$ cat src/rtl/audio_mix_sequencer.sv
// audio_mix_sequencer: sequenced left/right audio mixer, one source per clock, saturated 11-bit output
//   clk, mrst (async active-high) | sample_tick starts a mix | pan gates each source left/right
//   ay1_*/ay2_*/beeper/specdrum: 8-bit unsigned levels | midi_left/right: 16-bit two's complement
//   out_left/out_right: saturated sums | out_valid: result pulse | busy: mix in progress | overrun: dropped tick
module audio_mix_sequencer #(
    parameter int NSTEPS = 9,
    parameter int SATMAX = 2047
) (
    input  logic        clk,
    input  logic        mrst,
    input  logic        sample_tick,
    input  logic [7:0]  pan,
    input  logic [7:0]  ay1_cha,
    input  logic [7:0]  ay1_chb,
    input  logic [7:0]  ay1_chc,
    input  logic [7:0]  ay2_cha,
    input  logic [7:0]  ay2_chb,
    input  logic [7:0]  ay2_chc,
    input  logic [7:0]  beeper,
    input  logic [7:0]  specdrum,
    input  logic [15:0] midi_left,
    input  logic [15:0] midi_right,
    output logic [10:0] out_left,
    output logic [10:0] out_right,
    output logic        out_valid,
    output logic        busy,
    output logic        overrun
);
    typedef enum logic [1:0] {IDLE, ACC, OUT} state_t;
    localparam logic [3:0]  LAST  = 4'(NSTEPS - 1);
    localparam logic [12:0] SAT13 = 13'(SATMAX);
    state_t      state;
    logic [3:0]  step;
    logic [12:0] acc_l, acc_r;
    logic        pending;
    logic [7:0]  pan_q;
    logic [8:0]  lvl_q [8];
    logic [10:0] mid_l_q, mid_r_q;
    logic [1:0]  pidx;
    logic [7:0]  pan_sh;
    logic [10:0] term_l, term_r;
    logic        unused_midi;
    assign unused_midi = ^{midi_left[4:0], midi_right[4:0]};
    // PSG steps 0-5 cycle through pan pairs A,B,C; steps 6-8 share the last pair
    assign pidx   = step >= 4'd6 ? 2'd3 : step >= 4'd3 ? 2'(step - 4'd3) : step[1:0];
    assign pan_sh = pan_q << {pidx, 1'b0};
    assign term_l = pan_sh[7] ? (step == LAST ? mid_l_q : {2'b0, lvl_q[step[2:0]]}) : '0;
    assign term_r = pan_sh[6] ? (step == LAST ? mid_r_q : {2'b0, lvl_q[step[2:0]]}) : '0;
    always_ff @(posedge clk or posedge mrst) begin
        if (mrst) begin
            state     <= IDLE;
            step      <= '0;
            acc_l     <= '0;
            acc_r     <= '0;
            out_left  <= '0;
            out_right <= '0;
            out_valid <= 1'b0;
            busy      <= 1'b0;
            overrun   <= 1'b0;
            pending   <= 1'b0;
            pan_q     <= '0;
            mid_l_q   <= '0;
            mid_r_q   <= '0;
            for (int i = 0; i < 8; i++) lvl_q[i] <= '0;
        end else begin
            out_valid <= 1'b0;
            overrun   <= 1'b0;
            if (sample_tick && state != IDLE) begin
                if (pending) overrun <= 1'b1;
                else         pending <= 1'b1;
            end
            case (state)
                IDLE: if (sample_tick || pending) begin
                    pan_q    <= pan;
                    lvl_q[0] <= {1'b0, ay1_cha};
                    lvl_q[1] <= {1'b0, ay1_chb};
                    lvl_q[2] <= {1'b0, ay1_chc};
                    lvl_q[3] <= {1'b0, ay2_cha};
                    lvl_q[4] <= {1'b0, ay2_chb};
                    lvl_q[5] <= {1'b0, ay2_chc};
                    lvl_q[6] <= {beeper, beeper[7]};
                    lvl_q[7] <= {specdrum, specdrum[7]};
                    // offset-binary: flip the sign bit so silence sits mid-scale
                    mid_l_q  <= midi_left[15:5] ^ 11'h400;
                    mid_r_q  <= midi_right[15:5] ^ 11'h400;
                    acc_l    <= '0;
                    acc_r    <= '0;
                    step     <= '0;
                    pending  <= 1'b0;
                    busy     <= 1'b1;
                    state    <= ACC;
                end
                ACC: begin
                    acc_l <= acc_l + 13'(term_l);
                    acc_r <= acc_r + 13'(term_r);
                    step  <= step + 4'd1;
                    state <= step == LAST ? OUT : ACC;
                end
                OUT: begin
                    out_left  <= acc_l > SAT13 ? 11'(SATMAX) : acc_l[10:0];
                    out_right <= acc_r > SAT13 ? 11'(SATMAX) : acc_r[10:0];
                    out_valid <= 1'b1;
                    busy      <= 1'b0;
                    state     <= IDLE;
                end
                default: state <= IDLE;
            endcase
        end
    end
endmodule

$ cat config.mk
export PLATFORM = sky130hd
export DESIGN_NAME = audio_mix_sequencer
export DESIGN_NICKNAME = d
export VERILOG_FILES = /design/src/rtl/audio_mix_sequencer.sv
export SDC_FILE = /design/constraint.sdc
export NUM_CORES = 1
export LEC_CHECK = 0
export ABC_AREA = 0
export CAP_MARGIN = 20
export CORE_UTILIZATION = 57
export DETAILED_ROUTE_END_ITERATION = 12
export PLACE_DENSITY = 0.9
export REMOVE_ABC_BUFFERS = 1
export SYNTH_ARGS = -nofsm -noshare
export SYNTH_HDL_FRONTEND = slang
export SYNTH_SLANG_ARGS = --single-unit
$ cat constraint.sdc
create_clock -name clk -period 9.8 [get_ports clk]
set_clock_uncertainty 0.05 [all_clocks]
set_input_delay 0.98 -clock clk [delete_from_list [all_inputs] [get_ports clk]]
set_output_delay 0.98 -clock clk [all_outputs]
set_load 0.01 [all_outputs]
==> Word-level counts from Yosys, hierarchy flattened <==
Index checks and enable logic that the tools add are counted.
{ "totals": {"register_bits": 154, "inputBits": 107, "word_cells": 74} }
{ "op_classes": {"addsub": 4, "n_lt_le_gt_ge": 5, "eq_ne": 4, "shift": 1, "n_mux": 27, "bitwise": 3, "n_reduce_logical": 9} }
{ "op_table": {"columns": ["operator", "n"], "rows": [
  ["11-bit 2-to-1 mux", 6],
  ["13-bit one-hot mux with 2 select lines", 2],
  ["9-bit binary-select mux with 3-bit select", 1],
  ["13-bit by 11-bit adder with 13-bit output", 2],
  ["13-bit by 11-bit > comparator with 1-bit output (second input constant)", 2],
  ["9-bit 2-to-1 mux", 2],
  ["13-bit 2-to-1 mux", 1],
  ["2-bit 2-to-1 mux", 4],
  ["4-bit one-hot mux with 2 select lines", 1],
  ["8-bit by 3-bit << shifter with 8-bit output", 1],
  ["1-bit 2-to-1 mux", 7],
  ["2-bit AND reduction", 3],
  ["2-bit nonzero test", 3],
  ["4-bit by 1-bit adder with 4-bit output (second input constant)", 1],
  ["4-bit equality test (second input constant)", 1],
  ["4-bit by 2-bit greater-or-equal comparator with 1-bit output (second input constant)", 1],
  ["4-bit by 3-bit greater-or-equal comparator with 1-bit output (second input constant)", 1],
  ["4-bit greater-or-equal comparator (second input constant)", 1],
  ["4-bit 2-to-1 mux", 1],
  ["3-bit NOT with 4-bit output", 1],
  ["2-bit one-hot mux with 2 select lines", 1],
  ["2-bit by 1-bit equality test with 1-bit output (second input constant)", 1],
  ["2-bit equality test (second input constant)", 1],
  ["2-bit zero test", 1],
  ["6 further kinds", 7]
]} }

==> Logic depth before layout (Yosys ltp) <==
{ "depth": {"depth_word": 8, "ltp_mapped": 18, "mapped_depth_nobuf": 15} }

==> Worst setup path before layout <==
OpenSTA, ideal clock, no wires.
{ "synth_path": {"kind": "reg2reg", "startpoint": "register step[0]", "endpoint": "register acc_r[10]", "setup_time_ns": 0.122, "arrival_ns": 3.915, "slack_ns": 5.714, "stages_incl_launch_ff": 19, "n_path_buf": 3, "synth_period_minus_slack_ns": 4.086, "path_cell_list": "dfrtp_1 > buf_2 > buf_2 > inv_1 > ha_1 > or3b_1 > a311oi_2 > nand2_1 > o221a_2 > buf_6 > a21oi_2 > ha_1 > inv_1 > fa_1 > nand2b_1 > a21oi_1 > o2111ai_1 > a21o_1 > a32o_1"} }
{ "synth_between": {"elab_chain_len": 8} }
{ "synth_rtl": {"columns": ["item", "line_no", "source"], "rows": [
  ["start, declared", "33", "logic [3:0] step;"],
  ["start signal, assigned", "96", "step <= step + 4'd1;"],
  ["parallel branches: the longest is 5 deep, another holds 4-bit by 2-bit greater-or-equal comparator with 1-bit output", null, null],
  ["11-bit 2-to-1 mux *", "48", "assign term_r = pan_sh[6] ? (step == LAST ? mid_r_q : {2'b0, lvl_q[step[2:0]]}) : '0;"],
  ["13-bit by 11-bit adder with 13-bit output *", "95", "acc_r <= acc_r + 13'(term_r);"],
  ["13-bit one-hot mux with 2 select lines *", "72", "case (state)"],
  ["end signal, assigned", "95", null],
  ["end, declared", "34", "logic [12:0] acc_l, acc_r;"]
]} }
Mark *: on every way between the ends. The select of a mux whose other input is x is not followed.
A chain may end at the register's enable or synchronous reset.

==> Final worst setup path <==
{ "layout_path": {"startpoint": "register step[1]", "endpoint": "register acc_l[10]"} }
{ "layout_between": {"elab_chain_len": 8} }
{ "layout_rtl": {"columns": ["item", "line_no", "source"], "rows": [
  ["parallel branches: the longest is 5 deep, another holds 4-bit by 2-bit greater-or-equal comparator with 1-bit output", null, null],
  ["11-bit 2-to-1 mux *", "47", "assign term_l = pan_sh[7] ? (step == LAST ? mid_l_q : {2'b0, lvl_q[step[2:0]]}) : '0;"],
  ["13-bit by 11-bit adder with 13-bit output *", "94", "acc_l <= acc_l + 13'(term_l);"],
  ["13-bit one-hot mux with 2 select lines *", "72", null],
  ["end signal, assigned", "94", null],
  ["end, declared", "34", null]
]} }
Marked as above.

==> flow_metrics.tcl <==
set metrics [dict create \
    cts_tree "done" \
    drtAntennaViolNets 0 \
    max_stage_delay_ns 0.99 \
    syn_avg_cell_area_um2 9.317 \
    largest_net_degree_at_the_start_of_global_routing 92 \
    yosys.cell_types.count 49 \
    route.final.wire_length_mm 17.87 \
    placement_rows 41 \
    critPathCaptureType "flip-flop" \
    route.vias.total 6236 \
    cts-htree-levels 4 \
    clkTransAtPathRegs_ns 0.06 \
    number_of_enable_type_register_cells_in_the_synthesized_netlist 0 \
    first_global_vias 6203 \
    mappedNetlistArea_mm2 0.007453 \
    hold_path.class "flip-flop to flip-flop" \
    timing.critical_path.buf_inv 1 \
    run_status "complete, no violations" \
    holdBufCountCts 0 \
    cts_post_setup_buffers_inserted 0 \
    dpl.hpwl_mm 11.56 \
    maxSlewViolCount 0 \
    gr-usage-all-layers_pct 28.40 \
    synthFlopType "sky130_fd_sc_hd__dfrtp_1" \
    route.detailed.drc 0 \
    number_of_hold_violations_in_the_final_report 0 \
    cp_data_arrival_time_ns 5.32 \
    grt_antenna_before_repair 0 \
    dr.first_iter.drc_count 517 \
    static-leakage-power_uw 0.004412 \
    port_buffers 121 \
    launching_element_type_of_the_critical_path "flip-flop" \
    power.clock.fraction_pct 20.7 \
    power.share.switching_pct 39.17 \
    core_mm2 0.01267 \
    count_of_cells_resized_by_post_cts_repair 0 \
    layout-drive-gt1-share_pct 8.061 \
    path_cells "inv_1 -> ha_1 -> nor4b_1 -> a21o_1 -> mux2_2 -> a211oi_2 -> a21oi_1 -> ha_1 -> o211ai_1 -> a21oi_1 -> o2111ai_1 -> a21o_1 -> a32o_1" \
    clock-root-buffer "sky130_fd_sc_hd__clkbuf_16" \
    maxClockFrequency_ghz 0.1974 \
    clkSinkCount 152 \
    clk-insertion-delay-late_ns 0.42 \
    power.switching_uw 1298 \
    drt-pass1-iter-count 5 \
    syn2layout_area_growth_pct 26.56 \
    synth_async_sr_flop_share_pct 100.0 \
    rsz_0062_raised_after_global_routing "false" \
    max-slew-margin-rel_pct 34.10 \
    ios 132 \
    timing.reg2reg.setup_slack_ns 4.74 \
    layout.core_utilization_pct 74.44 \
    hold_slack_ns 0.4189 \
    power.density_mw_per_mm2 351.2 \
    timing.final.crit_share_pct 51.68 \
    cts_made_buffers 17 \
    finalNetCount 1041 \
    synthCells 800 \
    p_int_uw 2015 \
    num_antenna_cells 0 \
    post_drt_wl_per_cell_um 16.39 \
    synth_seq_cells 152 \
    power.sequential.fraction_pct 34.3 \
    worst-endpoint-required_ns 10.05 \
    die_area_mm2 0.01354 \
    critical_path_class "flip-flop to flip-flop" \
    power.ir.vdd_worst_v 0.0001736 \
    post-route-min-period_ns 5.065 \
    sequential_area_share_after_synthesis_pct 51.03 \
    cts-root-to-sink-buffers 2 \
    finalWeightedCongestion 0.8668 \
    vias_per_cell 5.721 \
    synth-warning-count 0 \
    critical_path.max_fanout 24 \
    drv_cap 0 \
    setup_viol 0 \
    setup_total_negative_slack_ns 0 \
    critPathSlowestCell "sky130_fd_sc_hd__dfrtp_1" \
    dieHeight_um 116.4 \
    cpLargestDelayFamily "compound AO/OA/AOI/OAI gates" \
    grt_first_pass_wirelength_mm 29.29 \
    grt_overflow 0 \
    fp.dieW_um 116.4 \
    tightest_slew_ns 0.9885 \
    initial_cell_density_of_the_core_pct 58.82 \
    power_frac_comb_pct 45.0 \
]
logic make-up after synthesis:
kind of cell / after synthesis / share of synthesized area [%]
fa+ha+maj: 27 / 4.734
simple gates: 390 / 20.88
xor+xnor: 14 / 1.645
mux: 23 / 5.808
flops: 152 / 51.03
buf+inv: 54 / 2.971
compound gates: 140 / 12.93
worst min-delay path, stage by stage (launching register included):
cell and delay (ns):
sky130_fd_sc_hd__dfrtp_1 0.33, sky130_fd_sc_hd__nand2_1 0.05, sky130_fd_sc_hd__nand2_1 0.05
power groups by stage:
stage	Sequential [uW]	Clock (uW)	Combinational, uW
3_5_place_dp	1140	0	1440
5_1_grt	1170	717	1650
6_report	1140	687	1490
4_1_cts	1130	690	1470
3_3_place_gp	1120	0	1380
2_1_floorplan	1110	0	1030
stage by stage:
step	instance area (um^2)	power (uW)	setup slack [ns]	cells
floorplan	7273	2141	3.913	757
global placement	8788	2501	5.035	1059
detailed placement	8788	2572	4.908	1059
CTS	9405	3290	4.814	1089
global route	9433	3537	4.461	1090
finish	9433	3313	4.735	1090
state kept, by name (all words and copies together) (netlist names):
| register | cells |
|---|---|
| overrun | 1 |
| busy | 1 |
| mid_l_q | 11 |
| mid_r_q | 11 |
| pending | 1 |
| state | 2 |
| out_valid | 1 |
| acc_l | 13 |
| pan_q | 8 |
| out_left | 11 |
| acc_r | 13 |
| lvl_q | 64 |
| out_right | 11 |
| step | 4 |
metal layers:
metal | track usage, % | vias to the layer above | routed length, um
li1 | - | 2910 | -
met2 | 47.30 | 271 | 8943
met1 | 35.99 | 3013 | 7217
met5 | 0 | - | 0
met3 | 5.449 | 42 | 1175
met4 | 13.42 | 0 | 529
final timing paths:
path,from,endpoint,cells after the start
worst max-delay path,step[1]$_DFFE_PP0P_,acc_l[10]$_DFFE_PP0P_,13
worst min-delay path,lvl_q[48]$_DFFE_PP0P_,lvl_q[48]$_DFFE_PP0P_,2
worst max register to register,step[1]$_DFFE_PP0P_,acc_l[10]$_DFFE_PP0P_,13
worst min register to register,lvl_q[48]$_DFFE_PP0P_,lvl_q[48]$_DFFE_PP0P_,2
max in group asynchronous,mrst,mid_r_q[9]$_DFFE_PP0P_,3
min in group asynchronous,mrst,mid_r_q[0]$_DFFE_PP0P_,2
synth_stat cells, drive strengths merged (2+ instances only):
| cell | n | area [um^2] |
|---|---|---|
| and3 | 2 | 12.51 |
| o211ai | 7 | 52.55 |
| nor2 | 20 | 90.08 |
| nand3 | 6 | 30.03 |
| xor2 | 11 | 96.34 |
| mux4 | 16 | 360.4 |
| nor3 | 5 | 25.02 |
| a211oi | 4 | 35.03 |
| a22o | 3 | 26.28 |
| o21ai | 30 | 150.2 |
| a21o | 9 | 67.56 |
| clkbuf | 34 | 127.6 |
| nand2 | 337 | 1265 |
| nand4 | 2 | 12.51 |
| xnor2 | 3 | 26.28 |
| o22a | 22 | 192.7 |
| ha | 25 | 312.8 |
| nand2b | 9 | 56.30 |
| nor2b | 3 | 18.77 |
| buf | 9 | 52.55 |
| a22oi | 8 | 60.06 |
| a32o | 4 | 40.04 |
| a21oi | 43 | 245.2 |
| inv | 11 | 41.29 |
| fa | 2 | 40.04 |
| o2111ai | 3 | 26.28 |
| mux2 | 2 | 22.52 |
| mux2i | 5 | 50.05 |
| dfrtp | 152 | 3804 |
cell usage in the layout, fill, tap and decap left out, types with 4 or more instances in the layout:
cell type and count:
sky130_fd_sc_hd__mux4_2 16, sky130_fd_sc_hd__a21oi_2 8, sky130_fd_sc_hd__o22a_1 22, sky130_fd_sc_hd__mux2i_1 5, sky130_fd_sc_hd__a21o_1 9, sky130_fd_sc_hd__buf_4 9
sky130_fd_sc_hd__a22oi_1 8, sky130_fd_sc_hd__a32o_1 4, sky130_fd_sc_hd__o21ai_1 21, sky130_fd_sc_hd__clkbuf_16 17, sky130_fd_sc_hd__a21oi_1 35, sky130_fd_sc_hd__clkdlybuf4s50_1 121
sky130_fd_sc_hd__xor2_1 11, sky130_fd_sc_hd__ha_1 25, sky130_fd_sc_hd__o211ai_1 7, sky130_fd_sc_hd__dfrtp_1 152, sky130_fd_sc_hd__nor3_1 4, sky130_fd_sc_hd__nand2b_1 9
sky130_fd_sc_hd__o21ai_0 8, sky130_fd_sc_hd__nand3_1 6, sky130_fd_sc_hd__nand2_1 337, sky130_fd_sc_hd__inv_1 10, sky130_fd_sc_hd__nor2_1 18, sky130_fd_sc_hd__bufinv_16 4
cell type report:
class,count,area (um^2)
repair buffers,131,1306
inverters,11,46.29
flip-flops and latches,152,3804
multi-input cells,594,3445
clock buffers,19,442.9
well taps,172,215.2
fillers,904,3238
clock inverters,11,173.9
Power figures use the tool's default switching activity.
